<file path="src/rtl/mvm_result_drain_if.sv">
// MVM drain port bundle: pass control, MVM link
// and the result stream with its handshake.
interface mvm_result_drain_if #(
  parameter int NUM_BIT = 16,
  parameter int DIM     = 8,
  parameter int CNT_W   = 24
);
  localparam int IW = $clog2(DIM);

  logic                        i_go;
  logic                        i_relu_en;
  logic                        o_busy;
  logic                        o_start_mvm;
  logic                        i_ismvm;
  logic [DIM-1:0][NUM_BIT-1:0] i_wx_result;
  logic [NUM_BIT-1:0]          o_data;
  logic [IW-1:0]               o_idx;
  logic                        o_valid;
  logic                        i_ready;
  logic                        o_last;
  logic [CNT_W-1:0]            o_cycles;
  logic                        o_err;

  modport master (
    input  i_go, i_relu_en, i_ismvm,
    input  i_wx_result, i_ready,
    output o_busy, o_start_mvm,
    output o_data, o_idx, o_valid,
    output o_last, o_cycles, o_err
  );

  modport slave (
    output i_go, i_relu_en, i_ismvm,
    output i_wx_result, i_ready,
    input  o_busy, o_start_mvm,
    input  o_data, o_idx, o_valid,
    input  o_last, o_cycles, o_err
  );
endinterface

</file>
<file path="src/rtl/mvm_result_drain.sv">
// MVM pass controller: start pulse, busy tracking,
// result capture and element-wise drain with ReLU.
module mvm_result_drain #(
  parameter int NUM_BIT   = 16,
  parameter int DIM       = 8,
  parameter int FRAC      = 8,
  parameter int CNT_W     = 24,
  parameter int RISE_WAIT = 8
) (
  input  logic               i_clk_drn,
  input  logic               i_rst_n_drn,
  mvm_result_drain_if.master bus
);
  localparam int IW = $clog2(DIM);
  localparam int WW =
    (RISE_WAIT > 1) ? $clog2(RISE_WAIT) : 1;
  localparam logic [IW-1:0] ILAST =
    IW'(DIM - 1);
  localparam logic [WW-1:0] WLIM =
    WW'(RISE_WAIT - 1);

  typedef enum logic [2:0] {
    IDLE,
    START,
    WAIT_RISE,
    RUN,
    DRAIN
  } state_t;

  state_t                      state;
  logic                        relu;
  logic                        err;
  logic [CNT_W-1:0]            cnt;
  logic [CNT_W-1:0]            cnt_nx;
  logic [CNT_W-1:0]            cycles;
  logic [WW-1:0]               wcnt;
  logic [IW-1:0]               idx;
  logic [DIM-1:0][NUM_BIT-1:0] rbuf;
  logic [NUM_BIT-1:0]          cur;

  assign cnt_nx = (&cnt) ? cnt : cnt + 1'b1;

  // Pass sequencing, capture, latency and drain index
  always_ff @(posedge i_clk_drn) begin
    if (!i_rst_n_drn) begin
      state  <= IDLE;
      relu   <= 1'b0;
      err    <= 1'b0;
      cnt    <= '0;
      cycles <= '0;
      wcnt   <= '0;
      idx    <= '0;
      rbuf   <= '0;
    end else begin
      unique case (state)
        IDLE: begin
          if (bus.i_go) begin
            relu  <= bus.i_relu_en;
            err   <= 1'b0;
            cnt   <= '0;
            state <= START;
          end
        end
        START: begin
          cnt   <= cnt_nx;
          wcnt  <= '0;
          state <= WAIT_RISE;
        end
        WAIT_RISE: begin
          cnt <= cnt_nx;
          if (bus.i_ismvm) begin
            rbuf  <= bus.i_wx_result;
            state <= RUN;
          end else if (wcnt == WLIM) begin
            err   <= 1'b1;
            state <= IDLE;
          end else begin
            wcnt <= wcnt + 1'b1;
          end
        end
        RUN: begin
          cnt <= cnt_nx;
          if (bus.i_ismvm) begin
            rbuf <= bus.i_wx_result;
          end else begin
            cycles <= cnt_nx;
            state  <= DRAIN;
          end
        end
        DRAIN: begin
          if (bus.i_ready) begin
            if (idx == ILAST) begin
              idx   <= '0;
              state <= IDLE;
            end else begin
              idx <= idx + 1'b1;
            end
          end
        end
        default: state <= IDLE;
      endcase
    end
  end

  assign cur = rbuf[idx];

  assign bus.o_busy      = (state != IDLE);
  assign bus.o_start_mvm = (state == START);
  assign bus.o_valid     = (state == DRAIN);
  assign bus.o_last      =
    (state == DRAIN) && (idx == ILAST);
  assign bus.o_idx       = idx;
  assign bus.o_cycles    = cycles;
  assign bus.o_err       = err;
  assign bus.o_data      =
    (relu && cur[NUM_BIT-1]) ? '0 : cur;
endmodule

</file>
<file path="src/flat_wrapper.sv">
// flat-port wrapper written by rule: the top's interface ports become plain ports
module mvm_result_drain_flat 
#(
  parameter int NUM_BIT   = 16,
  parameter int DIM       = 8,
  parameter int FRAC      = 8,
  parameter int CNT_W     = 24,
  parameter int RISE_WAIT = 8
)
  (i_clk_drn, i_rst_n_drn, bus_i_go, bus_i_relu_en, bus_i_ismvm, bus_i_wx_result, bus_i_ready, bus_o_busy, bus_o_start_mvm, bus_o_data, bus_o_idx, bus_o_valid, bus_o_last, bus_o_cycles, bus_o_err);
  mvm_result_drain_if #(.NUM_BIT(NUM_BIT), .DIM(DIM), .CNT_W(CNT_W)) bus_i ();
  input  logic i_clk_drn;
  input  logic i_rst_n_drn;
  input wire logic [$bits(bus_i.i_go)-1:0] bus_i_go;
  input wire logic [$bits(bus_i.i_relu_en)-1:0] bus_i_relu_en;
  input wire logic [$bits(bus_i.i_ismvm)-1:0] bus_i_ismvm;
  input wire logic [$bits(bus_i.i_wx_result)-1:0] bus_i_wx_result;
  input wire logic [$bits(bus_i.i_ready)-1:0] bus_i_ready;
  output wire logic [$bits(bus_i.o_busy)-1:0] bus_o_busy;
  output wire logic [$bits(bus_i.o_start_mvm)-1:0] bus_o_start_mvm;
  output wire logic [$bits(bus_i.o_data)-1:0] bus_o_data;
  output wire logic [$bits(bus_i.o_idx)-1:0] bus_o_idx;
  output wire logic [$bits(bus_i.o_valid)-1:0] bus_o_valid;
  output wire logic [$bits(bus_i.o_last)-1:0] bus_o_last;
  output wire logic [$bits(bus_i.o_cycles)-1:0] bus_o_cycles;
  output wire logic [$bits(bus_i.o_err)-1:0] bus_o_err;
  assign bus_i.i_go = bus_i_go;
  assign bus_i.i_relu_en = bus_i_relu_en;
  assign bus_i.i_ismvm = bus_i_ismvm;
  assign bus_i.i_wx_result = bus_i_wx_result;
  assign bus_i.i_ready = bus_i_ready;
  assign bus_o_busy = bus_i.o_busy;
  assign bus_o_start_mvm = bus_i.o_start_mvm;
  assign bus_o_data = bus_i.o_data;
  assign bus_o_idx = bus_i.o_idx;
  assign bus_o_valid = bus_i.o_valid;
  assign bus_o_last = bus_i.o_last;
  assign bus_o_cycles = bus_i.o_cycles;
  assign bus_o_err = bus_i.o_err;
  mvm_result_drain #(.NUM_BIT(NUM_BIT), .DIM(DIM), .FRAC(FRAC), .CNT_W(CNT_W), .RISE_WAIT(RISE_WAIT)) u_core (.i_clk_drn(i_clk_drn), .i_rst_n_drn(i_rst_n_drn), .bus(bus_i));
endmodule
</file>
<file path="config.mk">
export PLATFORM = sky130hd
export DESIGN_NAME = mvm_result_drain_flat
export DESIGN_NICKNAME = d
export VERILOG_FILES = /design/src/rtl/mvm_result_drain_if.sv /design/src/rtl/mvm_result_drain.sv /design/src/flat_wrapper.sv
export SDC_FILE = /design/constraint.sdc
export NUM_CORES = 1
export LEC_CHECK = 0
export BUFFER_PORTS_ARGS = -buffer_cell sky130_fd_sc_hd__buf_4
export CAP_MARGIN = 30
export CELL_PAD_IN_SITES_DETAIL_PLACEMENT = 2
export CELL_PAD_IN_SITES_GLOBAL_PLACEMENT = 2
export CORE_MARGIN = 4
export CORE_UTILIZATION = 25
export CTS_BUF_LIST = sky130_fd_sc_hd__clkbuf_16
export CTS_CLUSTER_SIZE = 25
export DETAILED_ROUTE_END_ITERATION = 10
export PLACE_DENSITY_LB_ADDON = 0.1
export SYNTH_ARGS = -nofsm -noshare
export SYNTH_HDL_FRONTEND = slang
export SYNTH_SLANG_ARGS = --single-unit
export TNS_END_PERCENT = 5
</file>
<file path="constraint.sdc">
create_clock -name i_clk_drn -period 2.8 [get_ports i_clk_drn]
set_input_delay 0.56 -clock i_clk_drn [delete_from_list [all_inputs] [get_ports i_clk_drn]]
set_output_delay 0.56 -clock i_clk_drn [all_outputs]
set_load 0.005 [all_outputs]
</file>
# Yosys cells after proc, flatten, opt, wreduce, memory -nomap -nowiden
# Index checks and enable logic that the tools add are counted.
[word_totals]
reg_bits = 187
inputBits = 134
out_inout_bits = 48
wordCells = 73
[op_classes]
n_addsub = 3
order_cmp = 1
eq_ne = 14
n_mux = 21
n_bitwise = 1
reduce_logical = 18
[op_table]
columns = ["cell", "n"]
rows = [
  ["binary-select mux 16 bit (select 3 bit)", 1],
  ["two-way mux 24 bit", 2],
  ["case mux 24 bit (2 select lines)", 1],
  ["two-way mux 16 bit", 2],
  ["two-way mux 3 bit", 9],
  ["adder 24 x 1 -> 24 bit (second input constant)", 1],
  ["AND reduction 24 bit", 1],
  ["case mux 3 bit (5 select lines)", 1],
  ["inequality test 2 bit (second input constant)", 5],
  ["AND reduction 2 bit", 5],
  ["== test 3 bit (second input constant)", 3],
  ["adder 3 x 1 -> 3 bit (second input constant)", 2],
  ["== test 3 x 2 -> 1 bit (second input constant)", 2],
  ["case mux 3 bit (2 select lines)", 1],
  ["nonzero test 2 bit", 3],
  ["AND reduction 5 bit", 1],
  ["< comparator 3 x 4 -> 1 bit (second input constant)", 1],
  ["inequality test 2 x 1 -> 1 bit (second input constant)", 2],
  ["AND reduction 4 bit", 1],
  ["== test 3 x 1 -> 1 bit (second input constant)", 1],
  ["zero test 3 bit", 1],
  ["two-way mux 1 bit", 3],
  ["inequality test 3 x 2 -> 1 bit (second input constant)", 1],
  ["AND reduction 3 bit", 1],
  ["other kinds (6)", 7],
]

# Depth between registers and ports, before layout
[logic_depth]
word_depth = 4
mapped_depth = 8
ltp_nobuf = 7

# Worst setup path after synthesis
# OpenSTA, ideal clock, no wires.
[synth_timing]
kind = "flip-flop to output port"
from = "register u_core.idx[1], in the netlist u_core.bus.o_idx[1]"
to = "output bus_o_data[10]"
arrival_time_ns = 1.731
t_required_ns = 2.240
path_slack_ns = 0.509
path_stages_with_launch = 7
path_buffers = 2
path_cell_list = "dfxtp_1 > clkbuf_1 > mux4_2 > mux2i_1 > nor2b_1 > clkbuf_1 > nor2_1"
[synth_via]
elab_chain_cells = 4
[synth_rtl]
columns = ["element", "line", "rtl"]
rows = [
  ["from (decl)", "mvm_result_drain.sv:37", "logic [IW-1:0] idx;"],
  ["from (signal assigned)", "mvm_result_drain.sv:96", "idx <= idx + 1'b1;"],
  ["binary-select mux 16 bit (select 3 bit) *", "mvm_result_drain.sv:105", "assign cur = rbuf[idx];"],
  ["two-way mux 16 bit (not written as such) *", "mvm_result_drain.sv:105", ""],
  ["logical AND 1 bit", "mvm_result_drain.sv:116", "(relu && cur[NUM_BIT-1]) ? '0 : cur;"],
  ["two-way mux 16 bit *", "mvm_result_drain.sv:116", ""],
  ["to (decl)", "flat_wrapper.sv:21", "output wire logic [$bits(bus_i.o_data)-1:0] bus_o_data;"],
]
# Mark *: on every way between the ends. The rest lies on a longest branch, timed or not. The select of a mux whose other input is x is not followed.

# Worst setup path after layout
[layout_timing]
from = "register u_core.idx[1], in the netlist u_core.bus.o_idx[1]"
to = "output bus_o_data[12]"
# The elaborated chain is that of the path after synthesis.

==> impl_metrics.tcl <==
set metrics [dict create \
    floorplan.die_area_sq_mm 0.0363 \
    detailed_place_hpwl_um 22300 \
    min-delay-start "bus_i_wx_result[24]" \
    reg2reg_from "u_core.cnt[0]" \
    worst_ir_drop_vdd_mv 0.438 \
    clk_pin_slew_worst_paths_ns 0.09 \
    clkLatencyLatePin_ns 0.44 \
    clock_sink_count 187 \
    grtUsageMet3 0.0348 \
    report.final.slew_viol_count 0 \
    ys_async_sr_fraction 0 \
    ff2ff_setup_slack_ns 0.61 \
    floorplan.initialDensity 0.255 \
    synth_top_area_share 0.450 \
    post-place-ws_ns 0.399 \
    route.antenna.remaining_nets 0 \
    remaining_drc_errors 0 \
    p_leak_nw 3.93 \
    slowest_stage_cell_on_the_critical_path "sky130_fd_sc_hd__mux4_2" \
    max_clock_buf_depth 2 \
    global_route.usage.met1 0.216 \
    crit_path_cell_chain "mux4_2, mux2i_2, nor2b_1, buf_4, nor2_1, buf_4" \
    cts_tree "yes" \
    num_io_pins 182 \
    yosys-top-cells-count "sky130_fd_sc_hd__nand2_1, sky130_fd_sc_hd__dfxtp_1, sky130_fd_sc_hd__a21oi_1" \
    max_cap_viol_count 0 \
    critPathMostFrequentCell "sky130_fd_sc_hd__buf_4" \
    antenna_found_initial 5 \
    nets 1280 \
    yosys-top-cells-area "sky130_fd_sc_hd__dfxtp_1, sky130_fd_sc_hd__nand2_1, sky130_fd_sc_hd__a21oi_1, sky130_fd_sc_hd__mux4_2, sky130_fd_sc_hd__clkbuf_1" \
    post_synthesis_sequential_area_ratio 0.450 \
    n_fill_cell 3760 \
    first_global_vias 8279 \
    wire_per_inst_um 19.4 \
    grt.busiest_layer "met2" \
    drive_gt1_frac 0.253 \
    total_power_mw 5.82 \
    synthesis.area_per_instance_sq_um 8.36 \
    core_sq_mm 0.0327 \
    yosysUniqueCellTypes 54 \
    worstMarginPinSlew_ns 0.691 \
    route.final.wire_length_um 30900 \
    r2r-end "u_core.bus.o_cycles[0]" \
    synth_largest_area_cell "sky130_fd_sc_hd__dfxtp_1" \
    synth-edff-count 0 \
    critical_path.startpoint_type "register" \
    worstSetupStartpoint "u_core.bus.o_idx[1]" \
    globalRouteOverflowTotal 0 \
    synthMostInstantiatedCell "sky130_fd_sc_hd__nand2_1" \
    detailroute.via_count 7626 \
    initialDrtViolationCount 335 \
    dp_cells 1562 \
    syn-instance-count 996 \
    y_dimension_of_the_die_um 190 \
    endpoint_kind "output pin" \
    gpl.final_weighted_congestion 0.741 \
    gr-usage-met2 0.293 \
    synth-seq-cells 187 \
    synthesis.nets 1135 \
    setup_repair_after_global_routing_missed_its_margin "false" \
    status "completed" \
    detail_route.vias_per_cell 4.78 \
    global_route.usage.total 0.168 \
    wire_length_of_the_first_global_routing_pass_um 47600 \
    cp_max_fo 15 \
    cts-buffers-inserted 17 \
    criticalPathCategory "register to output pin" \
    ys.warnings.count 0 \
    setup-violations-final 0 \
    die_w_um 190 \
    htree_num_levels 4 \
    drtPass1Iterations 5 \
    final.min_clock_period_ns 2.66 \
    fin_skew_ns 0.0165 \
    setup_slack_ns 0.135 \
    placement.io_buffers 181 \
    power_density_mw_per_mm2 538 \
    yosys_most_used_dff "sky130_fd_sc_hd__dfxtp_1" \
    syn_to_final_growth_pct 29.9 \
    syn-cell-area_sq_mm 0.00832 \
    achievable-frequency_mhz 375 \
    hold_path.class "input port to register" \
    ctsHoldBuffers 0 \
    floorplan.rows 66 \
    grt_start_max_net_pins 135 \
    worst_max_slew_margin_expressed_relative_to_the_limit 0.535 \
    instances_no_fill 1597 \
    final.period_utilization 0.952 \
    critical_path_arrival_ns 2.10 \
    critPathRequiredTime_ns 2.24 \
    rr_worst_depth 8 \
    critical_path.max_stage_delay_ns 0.51 \
    setup_tns_ns 0 \
    whs_endpoint "u_core.rbuf[24]" \
    finalHoldViolCount 0 \
    holdPathStages 3 \
    cts_root_buf "sky130_fd_sc_hd__clkbuf_16" \
]
-- worst max path at each step --
| stage | endpoint | slack, ns | depth (start not counted) |
|---|---|---|---|
| finish | bus_o_data[12] | 0.14 | 6 |
| global placement | bus_o_data[14] | 0.40 | 5 |
| detailed placement | bus_o_data[14] | 0.40 | 5 |
| global route | bus_o_data[0] | 0.004 | 6 |
| floorplan | bus_o_data[10] | 0.51 | 6 |
| CTS | bus_o_data[6] | 0.0007 | 6 |
-- cell usage in the layout (no fill, tap or decap), drive strengths merged, types with 5 or more instances in the layout --
master / instances
clkbuf: 18
or3: 13
buf: 202
nor2b: 5
mux4: 32
ha: 5
o21ai: 45
clkinv: 6
a31oi: 9
nand2: 286
xnor2: 16
o211ai: 7
nor3: 8
xor2: 5
a21oi: 179
nor2: 34
mux2i: 18
nand4: 8
nand3: 9
inv: 20
dfxtp: 187
-- metrics by stage --
step / hold WS (ns) / utilization / cell area (sq um)
after floorplan: 0.433 / - / 8320
after global placement: 0.441 / 0.311 / 10200
after detailed placement: 0.449 / 0.311 / 10200
after CTS: 0.341 / 0.329 / 10800
after global routing: 0.344 / 0.331 / 10800
final: 0.357 / 0.331 / 10800
-- cell type report --
type,instances,area (sq um),share of cell area
inverter,12,47.5,0.00440
multi-input combinational,720,4250,0.393
tap,442,553,0.0512
antenna,1,2.50,0.000231
clock buffer,17,425,0.0394
timing repair buffer,203,1620,0.150
clock inverter,15,159,0.0147
sequential,187,3750,0.347
-- cells by family (layout without fill, tap and decap cells) --
| kind of cell | Yosys count | count (layout) | synth area share |
|---|---|---|---|
| flops | 187 | 187 | 0.450 |
| other cells | 0 | 1 | 0 |
| simple gates | 386 | 386 | 0.200 |
| fa+ha+maj | 5 | 5 | 0.00752 |
| xor+xnor | 21 | 21 | 0.0221 |
| compound gates | 258 | 258 | 0.170 |
| buf+inv | 89 | 247 | 0.0424 |
| mux | 50 | 50 | 0.108 |
-- critical path: cells and delay by family, from the launching register on --
| family | cells | cell delay, ns |
|---|---|---|
| muxes | 2 | 0.71 |
| DFF | 1 | 0.38 |
| buffers and inverters | 2 | 0.34 |
| and+or+nand+nor | 2 | 0.24 |
-- flip-flops by register name, summed over array words and instances, names as in the netlist --
register / count
u_core.bus.o_idx: 3
u_core.rbuf: 128
u_core.state: 3
u_core.cnt: 24
u_core.wcnt: 3
u_core.bus.o_cycles: 24
u_core.relu: 1
u_core.bus.o_err: 1
-- routing by layer --
layer  wire (um)  share of wire  vias to the layer above
li1            -              -                     3723
met1       13800           0.45                     3753
met2       15400           0.50                      125
met3        1470          0.048                       17
met4         184         0.0060                        8
met5          68         0.0022                        -
-- what timing repair did --
action,in CTS,in global routing
endpoints found under the hold margin,0,0
cloned,0,1
endpoints found under the setup margin,13,15
setup buffers,0,1
gates resized for setup,3,3
-- report_power, final --
part / switching [mW] / total [mW] / internal (mW)
clock: 1.24 / 2.44 / 1.20
sequential: 0.0622 / 2.80 / 2.74
combinational: 0.308 / 0.578 / 0.270
Power figures use the tool's default switching activity.
